--- config.mk ---
export PLATFORM = sky130hd
export DESIGN_NAME = mem_arbiter
export DESIGN_NICKNAME = d
export VERILOG_FILES = /design/src/rtl/mem_arbiter.sv
export SDC_FILE = /design/constraint.sdc
export NUM_CORES = 1
export LEC_CHECK = 0
export ABC_CLOCK_PERIOD_IN_PS = 9200
export CAP_MARGIN = 20
export CORE_ASPECT_RATIO = 1.25
export CORE_UTILIZATION = 52
export DETAILED_ROUTE_END_ITERATION = 10
export GPL_ROUTABILITY_DRIVEN = 0
export PLACE_DENSITY = 0.8
export SLEW_MARGIN = 10
export SYNTH_ARGS = -nofsm -noshare
export SYNTH_HDL_FRONTEND = slang
export SYNTH_SLANG_ARGS = --single-unit
--- constraint.sdc ---
create_clock -name clk_in -period 9.2 [get_ports clk_in]
set_input_delay 1.84 -clock clk_in [delete_from_list [all_inputs] [get_ports clk_in]]
set_output_delay 1.84 -clock clk_in [all_outputs]
set_load 0.1 [all_outputs]
--- src/rtl/mem_arbiter.sv ---
// Byte-wide RAM/IO bus owner: arbitrates fetch and LSB traffic and
// sequences each access byte-serially, little-endian.
module mem_arbiter #(
  parameter logic [1:0] IO_HI = 2'b11
) (
  input  logic        clk_in,
  input  logic        rst_in,
  input  logic        rdy_in,
  input  logic        rob_clear_up,
  input  logic        if_req,
  input  logic [31:0] if_addr,
  output logic        if_done,
  output logic [31:0] if_data,
  input  logic        lsb_visit_mem,
  input  logic [6:0]  lsb_op_type,
  input  logic [2:0]  lsb_op,
  input  logic [31:0] lsb_addr,
  input  logic [31:0] lsb_wdata,
  output logic        lsb_welcome,
  output logic        lsb_done,
  output logic        lsb_is_load,
  output logic [31:0] lsb_rdata,
  input  logic        io_buffer_full,
  input  logic [7:0]  mem_din,
  output logic [7:0]  mem_dout,
  output logic [31:0] mem_a,
  output logic        mem_wr
);
  typedef enum logic [1:0] {IDLE, READ, WRITE} state_t;
  localparam logic [6:0] OP_STORE = 7'b0100011;

  state_t      state_q, state_d;
  logic [2:0]  cyc_q, cyc_d, n_q, n_d, op_q, op_d;
  logic        isif_q, isif_d;
  logic [31:0] base_q, base_d, wdata_q, wdata_d;
  logic [31:0] asm_q, asm_d, mem_a_q, mem_a_d;
  logic [7:0]  dout_q, dout_d;
  logic        wr_q, wr_d;
  logic        ifd_q, ifd_d, lsd_q, lsd_d, ld_q, ld_d;
  logic        wel_q, wel_d;
  logic [31:0] ifdata_q, ifdata_d, rdata_q, rdata_d;

  logic [1:0]  bidx;
  logic [2:0]  k1;
  logic [31:0] raw, rd_addr, wr_addr;

  function automatic logic [2:0] nbytes(input logic [1:0] sz);
    unique case (sz)
      2'd0:    return 3'd1;
      2'd1:    return 3'd2;
      default: return 3'd4;
    endcase
  endfunction

  function automatic logic [31:0] extend(input logic [2:0] op,
                                         input logic [31:0] v);
    logic [31:0] r;
    r = v;
    case (op[1:0])
      2'd0:    r = {{24{v[7] & ~op[2]}}, v[7:0]};
      2'd1:    r = {{16{v[15] & ~op[2]}}, v[15:0]};
      default: r = v;
    endcase
    return r;
  endfunction

  // raw = assembly register with the byte arriving this cycle merged in
  always_comb begin
    bidx    = cyc_q[1:0] - 2'd2;
    raw     = asm_q;
    raw[{bidx, 3'b000} +: 8] = mem_din;
    k1      = cyc_q + 3'd1;
    rd_addr = base_q + {29'd0, cyc_q};
    wr_addr = base_q + {29'd0, k1};
  end

  always_comb begin
    state_d  = state_q;
    cyc_d    = cyc_q;
    n_d      = n_q;
    op_d     = op_q;
    isif_d   = isif_q;
    base_d   = base_q;
    wdata_d  = wdata_q;
    asm_d    = asm_q;
    mem_a_d  = mem_a_q;
    dout_d   = dout_q;
    wr_d     = wr_q;
    ifd_d    = 1'b0;
    lsd_d    = 1'b0;
    ld_d     = ld_q;
    ifdata_d = ifdata_q;
    rdata_d  = rdata_q;
    unique case (state_q)
      IDLE: begin
        if (!rob_clear_up && lsb_visit_mem) begin
          isif_d  = 1'b0;
          base_d  = lsb_addr;
          op_d    = lsb_op;
          n_d     = nbytes(lsb_op[1:0]);
          mem_a_d = lsb_addr;
          if (lsb_op_type == OP_STORE) begin
            state_d = WRITE;
            cyc_d   = 3'd0;
            wdata_d = lsb_wdata;
            dout_d  = lsb_wdata[7:0];
            wr_d    = !(lsb_addr[17:16] == IO_HI && io_buffer_full);
          end else begin
            state_d = READ;
            cyc_d   = 3'd1;
            asm_d   = 32'd0;
          end
        end else if (!rob_clear_up && if_req) begin
          state_d = READ;
          isif_d  = 1'b1;
          base_d  = if_addr;
          op_d    = 3'd2;
          n_d     = 3'd4;
          cyc_d   = 3'd1;
          asm_d   = 32'd0;
          mem_a_d = if_addr;
        end
      end
      READ: begin
        if (rob_clear_up) begin
          state_d = IDLE;
          mem_a_d = 32'd0;
        end else begin
          if (cyc_q < n_q) mem_a_d = rd_addr;
          if (cyc_q >= 3'd2) asm_d = raw;
          if (cyc_q == n_q + 3'd1) begin
            state_d = IDLE;
            mem_a_d = 32'd0;
            if (isif_q) begin
              ifd_d    = 1'b1;
              ifdata_d = raw;
            end else begin
              lsd_d   = 1'b1;
              ld_d    = 1'b1;
              rdata_d = extend(op_q, raw);
            end
          end else begin
            cyc_d = k1;
          end
        end
      end
      WRITE: begin
        // stores are committed, so a flush never interrupts them
        if (wr_q) begin
          if (k1 == n_q) begin
            state_d = IDLE;
            wr_d    = 1'b0;
            mem_a_d = 32'd0;
            dout_d  = 8'd0;
            lsd_d   = 1'b1;
            ld_d    = 1'b0;
            rdata_d = 32'd0;
          end else begin
            cyc_d   = k1;
            mem_a_d = wr_addr;
            dout_d  = wdata_q[{k1[1:0], 3'b000} +: 8];
            wr_d    = !(wr_addr[17:16] == IO_HI && io_buffer_full);
          end
        end else begin
          wr_d = !(mem_a_q[17:16] == IO_HI && io_buffer_full);
        end
      end
      default: state_d = IDLE;
    endcase
    wel_d = (state_d == IDLE);
  end

  always_ff @(posedge clk_in or posedge rst_in) begin
    if (rst_in) begin
      state_q  <= IDLE;
      cyc_q    <= 3'd0;
      n_q      <= 3'd0;
      op_q     <= 3'd0;
      isif_q   <= 1'b0;
      base_q   <= 32'd0;
      wdata_q  <= 32'd0;
      asm_q    <= 32'd0;
      mem_a_q  <= 32'd0;
      dout_q   <= 8'd0;
      wr_q     <= 1'b0;
      ifd_q    <= 1'b0;
      lsd_q    <= 1'b0;
      ld_q     <= 1'b0;
      wel_q    <= 1'b0;
      ifdata_q <= 32'd0;
      rdata_q  <= 32'd0;
    end else if (rdy_in) begin
      state_q  <= state_d;
      cyc_q    <= cyc_d;
      n_q      <= n_d;
      op_q     <= op_d;
      isif_q   <= isif_d;
      base_q   <= base_d;
      wdata_q  <= wdata_d;
      asm_q    <= asm_d;
      mem_a_q  <= mem_a_d;
      dout_q   <= dout_d;
      wr_q     <= wr_d;
      ifd_q    <= ifd_d;
      lsd_q    <= lsd_d;
      ld_q     <= ld_d;
      wel_q    <= wel_d;
      ifdata_q <= ifdata_d;
      rdata_q  <= rdata_d;
    end
  end

  assign if_done     = ifd_q;
  assign if_data     = ifdata_q;
  assign lsb_welcome = wel_q;
  assign lsb_done    = lsd_q;
  assign lsb_is_load = ld_q;
  assign lsb_rdata   = rdata_q;
  assign mem_dout    = dout_q;
  assign mem_a       = mem_a_q;
  assign mem_wr      = wr_q & rdy_in;
endmodule

==> out/qor_table.md, run 1 <==
| Item | Value |
|:---|:---|
| RSZ-0062 raised after global routing | false |
| Horizontal die dimension | 135 um |
| Root buffer cell | sky130_fd_sc_hd__clkbuf_16 |
| Number of buffers on the longest clock path | 3 |
| Kind of launch point of the worst setup path | input pin |
| Setup Viol. Count Final | 0 |
| Origin of the critical flop-to-flop path | cyc_q[0] |
| Reg clk slew, reported paths | 60 ps |
| Synth cell types | 78 |
| Depth of the worst register-to-register path | 11 |
| Final standard cell count with taps included and fillers excluded | 1663 |
| Net count after synthesis | 1319 |
| Normalized max-slew margin | 27.9% |
| Detailed-route vias per instance | 6.04 |
| Post-synthesis sequential area ratio | 47.1% |
| Kind of cell adding the most delay to the critical path | buffers and inverters |
| # diodes | 0 |
| Number of top-level pins | 230 |
| Run status | finished clean |
| Wire length of the first global-routing pass | 52000 um |
| Grt ovf | 0 |
| Worst Skew | 9.03 ps |
| Launching instance or port of the critical path | rdy_in |
| Synth Register Bits | 217 |
| Cells resized by post-CTS repair | 0 |
| FFs w/ async S/R, synth | 100% |
| Violation count after the first detailed-route iteration | 839 |
| Final Hold Vio Count | 0 |
| Number of hold buffers added after cts | 0 |
| Register-to-Register Setup Slack | 4860 ps |
| Number of antenna violations at the first check in global routing | 0 |
| Final Power | 4.63 mW |
| Worst-case hold path end point | asm_q[11] |
| P per Cell Area | 314 nW/um^2 |
| Commonest cells after routing, fill and taps aside | sky130_fd_sc_hd__clkdlybuf4s50_1 (229), sky130_fd_sc_hd__dfrtp_1 (217), sky130_fd_sc_hd__nand2_1 (172) |
| Maximum Capacitance Violations | 0 |
| Req. time, crit path | 7360 ps |
| Placed inst area | 14000 sq um |
| Final Max Slew Viols | 0 |
| Post-synthesis cell count | 1176 |
| Util after Layout | 68.2% |
| Worst min-delay path class | reg2reg |
| Most used DFF post-synth | sky130_fd_sc_hd__dfrtp_1 |
| Met3 global-route usage | 3.79% |
| Estimated wirelength of the detail-placed design | 22100 um |
| Overall via count from detail_route | 10000 |
| Length of the first detailed-routing pass in iterations | 5 |
| Residual DRC count | 0 |
| Wire per inst | 19.4 um |
| Post-CTS setup repair buffer count | 0 |
| Maximum clock frequency | 0.169 GHz |
| Final min period | 5900 ps |
| Number of cells traversed by the worst hold path | 2 |
| Die boundary height | 168 um |
| Clock buffers created by TritonCTS | 22 |
| Fraction of final layout cells sized beyond drive strength 1 | 8.82% |
| Ordered cell list for the critical path | clkdlybuf4s50_1 > and2_1 > clkdlybuf4s50_1 |
| TNS Setup | 0 ps |
| Total routing usage reported by global routing | 28.7% |
| Vias in the first global route | 9959 |
| Highest net fanout along the worst path | 17 |
| Maximum cell stage delay along the critical path | 1130 ps |
| Startpoint of the lowest-slack hold path | asm_q[11] |
| Crit path capture type | output pin |
| Final std cell area, no fill | 14700 sq um |
| VDD IR max | 0.000261 V |
| Area growth from synthesis to layout | 28.0% |
| Cell area after synthesis | 11500 sq um |
| Post-route fraction of the period consumed by the critical path | 64.2% |
| CTS Sinks | 217 |
| WP data arrival | 4060 ps |
| Final net count | 1512 |
| Quantity of I/O buffers inserted on ports | 229 |
| Clk Latency, worst-skew pair | 510 ps |
| CP dominant cell by count | sky130_fd_sc_hd__clkdlybuf4s50_1 |
| Post-route ant nets | 0 |
| Classification of the worst setup path | in2out |
| CTS tree | done |
| Average instance area after synthesis | 9.79 sq um |
| Number of warnings issued by yosys | 0 |
| Tightest Pin Transition | 1070 ps |
| Placeable Area | 21600 sq um |
| Initial core utilization | 53.3% |
| Number of buffers and inverters on the critical path | 2 |
| Number of flops mapped to enable cells by yosys | 0 |
| Static leakage | 6.29 nW |
| Busiest grt layer | met2 |
| Critical-path top delay cell | sky130_fd_sc_hd__clkdlybuf4s50_1 |
| Most frequent standard cell in the layout excluding fill and tap cells | sky130_fd_sc_hd__clkdlybuf4s50_1 |
| Sum of routed wire length over all layers | 32200 um |
| Met1 global-route usage | 35.4% |
| Site Rows | 60 |
| Die Outline Area | 22800 sq um |
| Number of cells in the design after placement | 1623 |
| H-tree Lvls | 1 |
| GRT met2 Usage | 50.1% |
| Largest net degree at the start of global routing | 135 |
| Destination of the worst register-to-register timing path | mem_a[28] |
[how the worst max path moves through the flow]
stage | depth (start not counted) | slack [ps] | to
4_1_cts | 3 | 3310 | mem_wr
6_report | 3 | 3300 | mem_wr
5_1_grt | 3 | 3260 | mem_wr
3_3_place_gp | 3 | 3320 | mem_wr
3_5_place_dp | 3 | 3300 | mem_wr
2_1_floorplan | 1 | 1420 | asm_q[0]
[worst reg2reg max path, stage by stage, from the launching register on]
cell	delay, ps
sky130_fd_sc_hd__dfrtp_1	320
sky130_fd_sc_hd__buf_4	280
sky130_fd_sc_hd__inv_1	240
sky130_fd_sc_hd__ha_1	1000
sky130_fd_sc_hd__inv_1	200
sky130_fd_sc_hd__fa_1	480
sky130_fd_sc_hd__nor2b_1	290
sky130_fd_sc_hd__o2111ai_1	420
sky130_fd_sc_hd__nor4_1	450
sky130_fd_sc_hd__xnor2_1	160
sky130_fd_sc_hd__o221ai_1	150
sky130_fd_sc_hd__a22o_1	230
[area by class of cell]
cell class,instances,area [sq um]
inverter,21,86.3
multi-input combinational,862,5710
sequential,217,5430
clock buffer,27,591
timing repair buffer,245,2420
fill,1656,6870
tap,279,349
clock inverter,12,153
[synth_stat cells, types with 9 or more instances]
library cell	n	area, sq um
sky130_fd_sc_hd__a2bb2oi_1	9	78.8
sky130_fd_sc_hd__a21oi_1	68	340
sky130_fd_sc_hd__nor3_1	21	105
sky130_fd_sc_hd__buf_2	10	50.1
sky130_fd_sc_hd__a22o_1	44	385
sky130_fd_sc_hd__mux2i_1	43	430
sky130_fd_sc_hd__clkbuf_1	55	206
sky130_fd_sc_hd__nand2b_1	26	163
sky130_fd_sc_hd__nor2_1	48	180
sky130_fd_sc_hd__a31oi_1	15	93.8
sky130_fd_sc_hd__nand3_1	22	110
sky130_fd_sc_hd__nor4_1	10	62.6
sky130_fd_sc_hd__o21a_1	9	67.6
sky130_fd_sc_hd__inv_1	20	75.1
sky130_fd_sc_hd__ha_1	20	250
sky130_fd_sc_hd__nor2b_1	31	194
sky130_fd_sc_hd__nand2_1	172	646
sky130_fd_sc_hd__o21ai_0	127	636
sky130_fd_sc_hd__nand4_1	12	75.1
sky130_fd_sc_hd__dfrtp_1	217	5430
sky130_fd_sc_hd__mux2_2	43	484
[state kept, by name, indices dropped and copies added, names as in the netlist, 2 cells and up]
signal	count
op_q	3
mem_a	32
asm_q	32
wdata_q	32
lsb_rdata	32
cyc_q	3
n_q	3
base_q	32
if_data	32
mem_dout	8
state_q	2
[report_power, final]
group	internal [mW]	switching, mW
clock	0.546	0.388
combinational	0.633	1.63
sequential	1.19	0.250
[per-layer routing]
| layer | vias to the layer above | wire length, um |
|---|---|---|
| met5 | - | 0 |
| met4 | 0 | 1290 |
| met3 | 103 | 2000 |
| met2 | 466 | 16500 |
| met1 | 4850 | 12400 |
| li1 | 4628 | - |
[kinds of logic after synthesis]
logic type	Yosys count	synth area share, %
and+or+nand+nor	385	16.4
AOI/OAI and AO/OA	344	19.3
DFF	217	47.1
buffers and inverters	97	3.53
muxes	94	9.51
adders and majority gates	22	2.52
xor gates and xnor gates	17	1.55
[metrics by stage]
stage                     hold slack (ps)  setup WS (ps)
after detailed placement              463           3300
after global routing                  497           3260
after global placement                454           3320
final                                 472           3300
after CTS                             476           3310
after floorplan                       442           1420
(Power assumes the default switching activity.)
==> run 2: changes to the inputs <==
--- a/config.mk
+++ b/config.mk
@@ -5,13 +5,13 @@
 export SDC_FILE = /design/constraint.sdc
 export NUM_CORES = 1
 export LEC_CHECK = 0
-export ABC_CLOCK_PERIOD_IN_PS = 9200
+export ABC_CLOCK_PERIOD_IN_PS = 5050
 export CAP_MARGIN = 20
 export CORE_ASPECT_RATIO = 1.25
-export CORE_UTILIZATION = 52
+export CORE_UTILIZATION = 47
 export DETAILED_ROUTE_END_ITERATION = 10
 export GPL_ROUTABILITY_DRIVEN = 0
-export PLACE_DENSITY = 0.8
+export PLACE_DENSITY = 0.77
 export SLEW_MARGIN = 10
 export SYNTH_ARGS = -nofsm -noshare
 export SYNTH_HDL_FRONTEND = slang
==> constraint.sdc (replaced) <==
create_clock -name clk_in -period 5.05 [get_ports clk_in]
set_input_delay 1.01 -clock clk_in [delete_from_list [all_inputs] [get_ports clk_in]]
set_output_delay 1.01 -clock clk_in [all_outputs]
set_load 0.1 [all_outputs]
==> out/qor_table.md, run 2 (synthesis results as in run 1) <==
| Item | Value | Change |
|:---|:---|:---|
| Origin of the critical flop-to-flop path | cyc_q[0] | unchanged |
| RSZ-0062 raised after global routing | false | unchanged |
| Number of top-level pins | 230 | unchanged |
| Final standard cell count with taps included and fillers excluded | 1716 | was 1663 |
| Placeable Area | 23900 sq um | was 21600 sq um |
| Portion of total power attributed to sequential cells | 31.4% | was 31.0% |
| CTS tree | done | unchanged |
| # diodes | 0 | unchanged |
| Run status | finished clean | unchanged |
| Number of buffers on the longest clock path | 3 | unchanged |
| Commonest cells after routing, fill and taps aside | sky130_fd_sc_hd__clkdlybuf4s50_1 (228), sky130_fd_sc_hd__dfrtp_1 (217), sky130_fd_sc_hd__nand2_1 (172) | was sky130_fd_sc_hd__clkdlybuf4s50_1 (229), sky130_fd_sc_hd__dfrtp_1 (217), sky130_fd_sc_hd__nand2_1 (172) |
| Maximum cell stage delay along the critical path | 560 ps | was 1130 ps |
| Critical-path top delay cell | sky130_fd_sc_hd__dfrtp_1 | was sky130_fd_sc_hd__clkdlybuf4s50_1 |
| Most frequent standard cell in the layout excluding fill and tap cells | sky130_fd_sc_hd__clkdlybuf4s50_1 | unchanged |
| Final Power | 8.36 mW | was 4.63 mW |
| Length of the first detailed-routing pass in iterations | 6 | was 5 |
| Final net count | 1519 | was 1512 |
| Root buffer cell | sky130_fd_sc_hd__clkbuf_16 | unchanged |
| Cells resized by post-CTS repair | 0 | unchanged |
| WP data arrival | 3820 ps | was 4060 ps |
| Final Hold Vio Count | 0 | unchanged |
| CTS Sinks | 217 | unchanged |
| P per Cell Area | 565 nW/um^2 | was 314 nW/um^2 |
| TNS Setup | 0 ps | unchanged |
| Launching instance or port of the critical path | cyc_q[0] | was rdy_in |
| Setup Viol. Count Final | 0 | unchanged |
| Final Max Slew Viols | 0 | unchanged |
| Overall via count from detail_route | 9939 | was 10000 |
| Wire length of the first global-routing pass | 52400 um | was 52000 um |
| Initial core utilization | 48.2% | was 53.3% |
| Horizontal die dimension | 142 um | was 135 um |
| Ordered cell list for the critical path | inv_1 > ha_1 > inv_1 > fa_1 > nor2b_1 > o2111ai_1 > nor4_1 > xnor2_1 > o221ai_1 > a22o_1 | was clkdlybuf4s50_1 > and2_1 > clkdlybuf4s50_1 |
| Maximum clock frequency | 0.292 GHz |  |
| Worst min-delay path class | reg2reg | unchanged |
| Detailed-route vias per instance | 5.79 | was 6.04 |
| Fraction of power spent switching nets | 49.6% | was 48.9% |
| Maximum Capacitance Violations | 0 | unchanged |
| Kind of cell adding the most delay to the critical path | adder cells | was buffers and inverters |
| NetSw | 4.15 mW | was 2.27 mW |
| Register-to-Register Setup Slack | 1630 ps | was 4860 ps |
| Site Rows | 63 | was 60 |
| Kind of launch point of the worst setup path | flop | was input pin |
| Crit path capture type | flop | was output pin |
| Total routing usage reported by global routing | 26.3% | was 28.7% |
| Residual DRC count | 0 | unchanged |
| Post-route fraction of the period consumed by the critical path | 67.8% |  |
| Tightest Pin Transition | 1040 ps | was 1070 ps |
| H-tree Lvls | 1 | unchanged |
| Post-route ant nets | 0 | unchanged |
| VDD IR max | 0.000402 V | was 0.000261 V |
| Sum of routed wire length over all layers | 32500 um | was 32200 um |
| CP dominant cell by count | sky130_fd_sc_hd__inv_1 | was sky130_fd_sc_hd__clkdlybuf4s50_1 |
| Clk Latency, worst-skew pair | 520 ps | was 510 ps |
| Number of cells in the design after placement | 1675 | was 1623 |
| Highest net fanout along the worst path | 9 | was 17 |
| Worst Skew | 14.1 ps | was 9.03 ps |
| Fraction of final layout cells sized beyond drive strength 1 | 9.42% | was 8.82% |
| Number of antenna violations at the first check in global routing | 0 | unchanged |
| Clock buffers created by TritonCTS | 23 | was 22 |
| Grt ovf | 0 | unchanged |
| Number of buffers and inverters on the critical path | 2 | unchanged |
| Startpoint of the lowest-slack hold path | asm_q[8] | was asm_q[11] |
| Reg clk slew, reported paths | 70 ps | was 60 ps |
| Normalized max-slew margin | 30.5% | was 27.9% |
| Quantity of I/O buffers inserted on ports | 229 | unchanged |
| Post-CTS setup repair buffer count | 0 | unchanged |
| Die boundary height | 177 um | was 168 um |
| Number of hold buffers added after cts | 0 | unchanged |
| Violation count after the first detailed-route iteration | 743 | was 839 |
| Area growth from synthesis to layout | 28.6% | was 28.0% |
| Die Outline Area | 25100 sq um | was 22800 sq um |
| Static leakage | 6.30 nW | was 6.29 nW |
| Final min period | 3420 ps |  |
| P_int | 4.22 mW | was 2.36 mW |
| Wire per inst | 18.9 um | was 19.4 um |
| Largest net degree at the start of global routing | 116 | was 135 |
| Fill count | 2004 | was 1656 |
| Util after Layout | 62.0% | was 68.2% |
| Share of power burned in the clock network | 19.3% | was 20.2% |
| Portion of total power attributed to combinational logic | 49.3% | was 48.8% |
| Req. time, crit path | 5450 ps | was 7360 ps |
| Vias in the first global route | 9896 | was 9959 |
| Classification of the worst setup path | reg2reg | was in2out |
| Estimated wirelength of the detail-placed design | 22900 um | was 22100 um |
-- run 2: cell types whose count changed in the layout (fill, tap and decap cells not counted) --
| cell | delta |
|---|---|
| sky130_fd_sc_hd__clkdlybuf4s50_1 | -1 |
| sky130_fd_sc_hd__buf_6 | +1 |
| sky130_fd_sc_hd__clkinvlp_4 | +3 |
| sky130_fd_sc_hd__buf_4 | +6 |
| sky130_fd_sc_hd__clkbuf_8 | +4 |
| sky130_fd_sc_hd__clkbuf_1 | -1 |
| sky130_fd_sc_hd__clkinv_4 | -1 |
| sky130_fd_sc_hd__bufinv_16 | -3 |
| sky130_fd_sc_hd__clkinv_2 | +2 |
| sky130_fd_sc_hd__inv_6 | -3 |
-- run 2: power by group through the flow --
stage | registers (mW) | clock network (mW) | logic [mW]
after global routing | 2.69 | 1.70 | 4.37
final | 2.63 | 1.61 | 4.12
after CTS | 2.62 | 1.63 | 4.12
after detailed placement | 2.64 | 0 | 4.10
after floorplan | 4.09 | 0 | 1.54
after global placement | 2.64 | 0 | 4.04
-- run 2: metal layers --
metal / global-route usage, % / routed length, um / part of all wire, % / vias to the layer above
met5: 0 / 0 / 0 / -
met4: 10.8 / 1230 / 3.8 / 0
met3: 3.49 / 1950 / 6.0 / 91
met2: 45.1 / 16200 / 50 / 394
met1: 33.3 / 13100 / 40 / 4818
li1: - / - / - / 4636
-- run 2: area by class of cell --
cell class | instances | area, sq um | share of cell area, %
tap | 325 | 407 | 2.75
multi-input combinational | 862 | 5710 | 38.6
timing repair buffer | 251 | 2470 | 16.7
inverter | 21 | 82.6 | 0.558
clock buffer | 30 | 642 | 4.33
clock inverter | 10 | 63.8 | 0.431
sequential | 217 | 5430 | 36.7
-- run 2: tightest hold or removal path, stage by stage (launching register included) --
cell and delay [ps]:
sky130_fd_sc_hd__dfrtp_1 340, sky130_fd_sc_hd__nand2_1 40, sky130_fd_sc_hd__o21ai_0 60
-- run 2: path summary, 6_finish.rpt --
check / endpoint / cells past startpoint
min in group asynchronous: asm_q[15] / 2
max in group asynchronous: wdata_q[20] / 3
worst min register to register: asm_q[8] / 2
worst max register to register: mem_a[28] / 10
worst min-delay path: asm_q[8] / 2
worst max-delay path: mem_a[28] / 10
-- run 2: stage by stage --
step / hold slack (ps) / cell area (sq um) / worst slack (ps)
after floorplan: 442 / 11500 / 1210
after detailed placement: 462 / 14100 / 1330
final: 470 / 14800 / 1630
after global routing: 494 / 14800 / 1370
after CTS: 476 / 14800 / 1640
after global placement: 454 / 14100 / 1410
==> run 3: changes to the inputs <==
--- a/config.mk
+++ b/config.mk
@@ -5,13 +5,13 @@
 export SDC_FILE = /design/constraint.sdc
 export NUM_CORES = 1
 export LEC_CHECK = 0
-export ABC_CLOCK_PERIOD_IN_PS = 5050
+export ABC_CLOCK_PERIOD_IN_PS = 3400
 export CAP_MARGIN = 20
 export CORE_ASPECT_RATIO = 1.25
-export CORE_UTILIZATION = 47
+export CORE_UTILIZATION = 52
 export DETAILED_ROUTE_END_ITERATION = 10
 export GPL_ROUTABILITY_DRIVEN = 0
-export PLACE_DENSITY = 0.77
+export PLACE_DENSITY = 0.8
 export SLEW_MARGIN = 10
 export SYNTH_ARGS = -nofsm -noshare
 export SYNTH_HDL_FRONTEND = slang
==> constraint.sdc (replaced) <==
create_clock -name clk_in -period 3.4 [get_ports clk_in]
set_input_delay 0.68 -clock clk_in [delete_from_list [all_inputs] [get_ports clk_in]]
set_output_delay 0.68 -clock clk_in [all_outputs]
set_load 0.1 [all_outputs]
==> out/qor_table.md, run 3 (synthesis results as in run 1) <==
| Item | Value | Change |
|:---|:---|:---|
| Static leakage | 6.53 nW | was 6.30 nW |
| Wire per inst | 19.7 um | was 18.9 um |
| Origin of the critical flop-to-flop path | cyc_q[0] | unchanged |
| Worst Skew | 20.8 ps | was 14.1 ps |
| Share of power burned in the clock network | 20.0% | was 19.3% |
| Maximum clock frequency | 0.311 GHz | was 0.292 GHz |
| Classification of the worst setup path | reg2reg | unchanged |
| Final net count | 1534 | was 1519 |
| Number of top-level pins | 230 | unchanged |
| Horizontal die dimension | 135 um | was 142 um |
| Tightest Pin Transition | 1090 ps | was 1040 ps |
| Cells resized by post-CTS repair | 0 | unchanged |
| RSZ-0062 raised after global routing | false | unchanged |
| Detailed-route vias per instance | 6.09 | was 5.79 |
| Final min period | 3210 ps | was 3420 ps |
| Portion of total power attributed to combinational logic | 49.1% | was 49.3% |
| Final Power | 12.7 mW | was 8.36 mW |
| Req. time, crit path | 3800 ps | was 5450 ps |
| Number of buffers on the longest clock path | 3 | unchanged |
| Grt ovf | 0 | unchanged |
| Final Hold Vio Count | 0 | unchanged |
| Worst setup endpoint | mem_a[9] | was mem_a[28] |
| Final Max Slew Viols | 0 | unchanged |
| Portion of total power attributed to sequential cells | 30.9% | was 31.4% |
| CTS Sinks | 217 | unchanged |
| Wire length of the first global-routing pass | 53300 um | was 52400 um |
| Area growth from synthesis to layout | 28.9% | was 28.6% |
| Run status | finished clean | unchanged |
| P_int | 6.43 mW | was 4.22 mW |
| Maximum Capacitance Violations | 0 | unchanged |
| Root buffer cell | sky130_fd_sc_hd__clkbuf_16 | unchanged |
| Placeable Area | 21600 sq um | was 23900 sq um |
| Setup Viol. Count Final | 0 | unchanged |
| Overall via count from detail_route | 10300 | was 9939 |
| Post-CTS setup repair buffer count | 0 | unchanged |
| Sum of routed wire length over all layers | 33200 um | was 32500 um |
| Commonest cells after routing, fill and taps aside | sky130_fd_sc_hd__dfrtp_1 (217), sky130_fd_sc_hd__nand2_1 (172), sky130_fd_sc_hd__clkdlybuf4s50_1 (157) | was sky130_fd_sc_hd__clkdlybuf4s50_1 (228), sky130_fd_sc_hd__dfrtp_1 (217), sky130_fd_sc_hd__nand2_1 (172) |
| Launching instance or port of the critical path | cyc_q[0] | unchanged |
| Number of antenna violations at the first check in global routing | 1 | was 0 |
| Post-route fraction of the period consumed by the critical path | 94.5% | was 67.8% |
| Fraction of final layout cells sized beyond drive strength 1 | 15.6% | was 9.42% |
| TNS Setup | 0 ps | unchanged |
| Initial core utilization | 53.3% | was 48.2% |
| VDD IR max | 0.000882 V | was 0.000402 V |
| Reg clk slew, reported paths | 70 ps | about the same |
| P per Cell Area | 853 nW/um^2 | was 565 nW/um^2 |
| H-tree Lvls | 1 | unchanged |
| Register-to-Register Setup Slack | 190 ps | was 1630 ps |
| Worst min-delay path class | reg2reg | unchanged |
| Normalized max-slew margin | 26.8% | was 30.5% |
| Kind of launch point of the worst setup path | flop | unchanged |
| Destination of the worst register-to-register timing path | mem_a[9] | was mem_a[28] |
| Violation count after the first detailed-route iteration | 788 | was 743 |
| Fraction of power spent switching nets | 49.2% | was 49.6% |
| Die boundary height | 168 um | was 177 um |
| CTS tree | done | unchanged |
| Largest net degree at the start of global routing | 64 | was 116 |
| Depth of the worst register-to-register path | 9 | was 10 |
| Post-route ant nets | 0 | unchanged |
| Crit path capture type | flop | unchanged |
| Quantity of I/O buffers inserted on ports | 229 | unchanged |
| Residual DRC count | 0 | unchanged |
| Length of the first detailed-routing pass in iterations | 5 | was 6 |
| NetSw | 6.23 mW | was 4.15 mW |
| WP data arrival | 3610 ps | was 3820 ps |
| Number of hold buffers added after cts | 0 | unchanged |
| Clk Latency, worst-skew pair | 520 ps | about the same |
| Die Outline Area | 22800 sq um | was 25100 sq um |
| Total routing usage reported by global routing | 29.5% | was 26.3% |
| Site Rows | 60 | was 63 |
| Vias in the first global route | 10200 | was 9896 |
| Estimated wirelength of the detail-placed design | 23300 um | was 22900 um |
| Most frequent standard cell in the layout excluding fill and tap cells | sky130_fd_sc_hd__dfrtp_1 | was sky130_fd_sc_hd__clkdlybuf4s50_1 |
| Highest net fanout along the worst path | 22 | was 9 |
| Clock buffers created by TritonCTS | 23 | unchanged |
[run 3: metrics by stage]
stage          hold WS (ps)  instance area (sq um)  utilization (%)  setup WS, ps  instances
6_report                471                  14800             68.7           188       1686
3_3_place_gp            454                  14100             65.1           189       1644
2_1_floorplan           442                  11500                -          -106       1176
3_5_place_dp            463                  14100             65.1          56.9       1644
5_1_grt                 494                  14800             68.7          10.0       1686
4_1_cts                 476                  14800             68.6          44.3       1684
[run 3: how the worst min path moves through the flow]
stage / startpoint / to / slack (ps) / cells after the start
final: asm_q[27] / asm_q[27] / 470 / 2
after global routing: asm_q[27] / asm_q[27] / 490 / 2
after CTS: asm_q[27] / asm_q[27] / 480 / 2
after detailed placement: asm_q[27] / asm_q[27] / 460 / 2
after global placement: asm_q[14] / asm_q[14] / 450 / 2
after floorplan: asm_q[10] / asm_q[10] / 440 / 2
[run 3: cell type report]
type / instances / area, sq um
diodes: 1 / 2.50
clock buffers: 28 / 634
clock inverters: 12 / 129
multi-input cells: 862 / 5710
fillers: 1667 / 6780
well taps: 279 / 349
inverters: 21 / 82.6
repair buffers: 266 / 2500
flip-flops and latches: 217 / 5430
[run 3: worst max-delay path: stages, from the launching register on]
cell,delay [ps]
sky130_fd_sc_hd__dfrtp_1,480
sky130_fd_sc_hd__inv_1,90
sky130_fd_sc_hd__buf_4,170
sky130_fd_sc_hd__ha_1,400
sky130_fd_sc_hd__o31ai_4,420
sky130_fd_sc_hd__buf_4,350
sky130_fd_sc_hd__and2_0,610
sky130_fd_sc_hd__o21ai_0,180
sky130_fd_sc_hd__a311oi_1,290
sky130_fd_sc_hd__o21ai_1,80
[run 3: power groups by stage]
stage	registers, mW	logic [mW]	clock network [mW]
floorplan	6.08	2.28	0
global placement	3.90	6.06	0
detailed placement	3.91	6.17	0
CTS	3.88	6.20	2.57
global route	3.99	6.56	2.67
finish	3.91	6.21	2.54
[run 3: routing by layer]
metal	GRT usage (%)	part of all wire [%]
met2	50.1	50
met4	14.8	4.7
met3	4.07	7.0
met5	0	0
met1	36.6	38
==> RTL edit: new RTL, settings of run 1 <==
Encoding of `state_t`: now one-hot (3 bits for 3 states).
--- a/src/rtl/mem_arbiter.sv
+++ b/src/rtl/mem_arbiter.sv
@@ -26,7 +26,7 @@
   output logic [31:0] mem_a,
   output logic        mem_wr
 );
-  typedef enum logic [1:0] {IDLE, READ, WRITE} state_t;
+  typedef enum logic [2:0] {IDLE = 3'b001, READ = 3'b010, WRITE = 3'b100} state_t;
   localparam logic [6:0] OP_STORE = 7'b0100011;
 
   state_t      state_q, state_d;
Behaviour: no difference found for any inputs over 4 cycles, from zero or initial values and one cycle with rst_in high; so few cycles prove little.
==> RTL edit against run 1 <==
First-iteration DRC count down 9.4%. Critical path type unchanged. Area after synthesis decreased by 2.1%. Routed wire length grew 0.68%. Non-clock buffer count stayed put. Final area shrank 0.81%. Total power fell by 13%. Setup slack got worse by 49 ps. Sequential cell count is 1 higher. Largest power group unchanged.
==> RTL edit: results <==
{
  "cts_repair_resize_count": 0,
  "worstReg2RegStart": "cyc_q[1]",
  "synth_area_leaders": "sky130_fd_sc_hd__dfrtp_1, sky130_fd_sc_hd__nand2_1, sky130_fd_sc_hd__a21oi_1",
  "final_layout_size_suffix_gt1_frac": 0.0885,
  "hold_path.startpoint": "asm_q[12]",
  "yosys.cell_types.count": 74,
  "cts.sinks": 218,
  "routed_wl_mm": 32.4,
  "dp_hpwl_mm": 22.1,
  "firstDrtPassIters": 7,
  "cts_htree_levels": 1,
  "globalRouteTotalUtil": 0.293,
  "fin_skew_ps": 13.4,
  "outcome": "finished clean",
  "worst_pin_slew_ps": 1050,
  "vias": 9911,
  "worst_ir_drop_vdd_mv": 0.380,
  "p_leak_nw": 6.20,
  "grt_antenna_before_repair": 3,
  "placed_cells": 1612,
  "hold_class": "register to register",
  "final_nets": 1501,
  "syn-num-nets": 1311,
  "critical_path_peak_fanout": 16,
  "routed_via_density": 5.99,
  "setup-violations-final": 0,
  "wire_length_of_the_first_global_routing_pass_mm": 52.1,
  "seq_area_frac_synth": 0.484,
  "grt_max_degree": 95,
  "netlist_instances": 1173,
  "tritoncts.num_buffers": 23,
  "timing.critical_path.arrival_ps": 4110,
  "synth.cells.most_frequent": "sky130_fd_sc_hd__dfrtp_1, sky130_fd_sc_hd__nand2_1, sky130_fd_sc_hd__a21oi_1"
}
[RTL edit: cell types whose count changed in the layout (fill, tap and decap cells not counted), sizes merged, moves of 11 or more]
cell,delta
o31ai,+41
nand2b,-19
nor3,-15
mux2,-11
nor2,+47
a22o,-23
a21oi,+35
o21ai,-32
[RTL edit: path summary, 6_finish.rpt]
| check | end | slack (ps) | cells after the start |
|---|---|---|---|
| min | asm_q[12] | 470 | 2 |
| min in group asynchronous | lsb_rdata[26] | 1800 | 2 |
| min reg2reg | asm_q[12] | 470 | 2 |
| max in group asynchronous | if_data[2] | 6090 | 3 |
| max | mem_wr | 3250 | 3 |
| max reg2reg | mem_a[20] | 4880 | 10 |
[RTL edit: cell families after synthesis]
kind of cell | after synthesis | synth area share
and+or+nand+nor | 399 | 0.166
AOI/OAI and AO/OA | 343 | 0.194
DFF | 218 | 0.484
buffers and inverters | 95 | 0.0344
muxes | 73 | 0.0772
xor gates and xnor gates | 28 | 0.0244
adders and majority gates | 17 | 0.0202
[RTL edit: metal layers]
layer / global-route usage / up-vias / wire (µm)
met5: 0 / - / 10
met4: 0.129 / 2 / 1280
met3: 0.0423 / 86 / 1950
met2: 0.511 / 417 / 16600
met1: 0.358 / 4820 / 12600
li1: - / 4586 / -
[RTL edit: through the flow]
stage	util	setup WS, ps	area [µm²]	total power, mW
after global placement	0.655	3270	13800	2.98
after CTS	0.695	3250	14600	4.04
after global routing	0.695	3190	14600	4.21
final	0.695	3250	14600	4.04
after detailed placement	0.655	3260	13800	3.00
after floorplan	-	1400	11300	2.53
[RTL edit: layout make-up]
class	count	area, µm²
repair buffers	245	2410
well taps	274	343
flip-flops and latches	218	5460
clock buffers	29	648
fillers	1605	6410
multi-input cells	860	5500
clock inverters	12	196
diodes	1	2.50
inverters	15	63.8
[RTL edit: critical path: stages]
cell and delay (ps):
sky130_fd_sc_hd__clkdlybuf4s50_1 910, sky130_fd_sc_hd__and2_1 230, sky130_fd_sc_hd__clkdlybuf4s50_1 1130
[RTL edit: where the power goes]
part | internal (mW) | switching, mW
Combinational | 0.478 | 1.20
Sequential | 1.13 | 0.205
Clock | 0.639 | 0.390
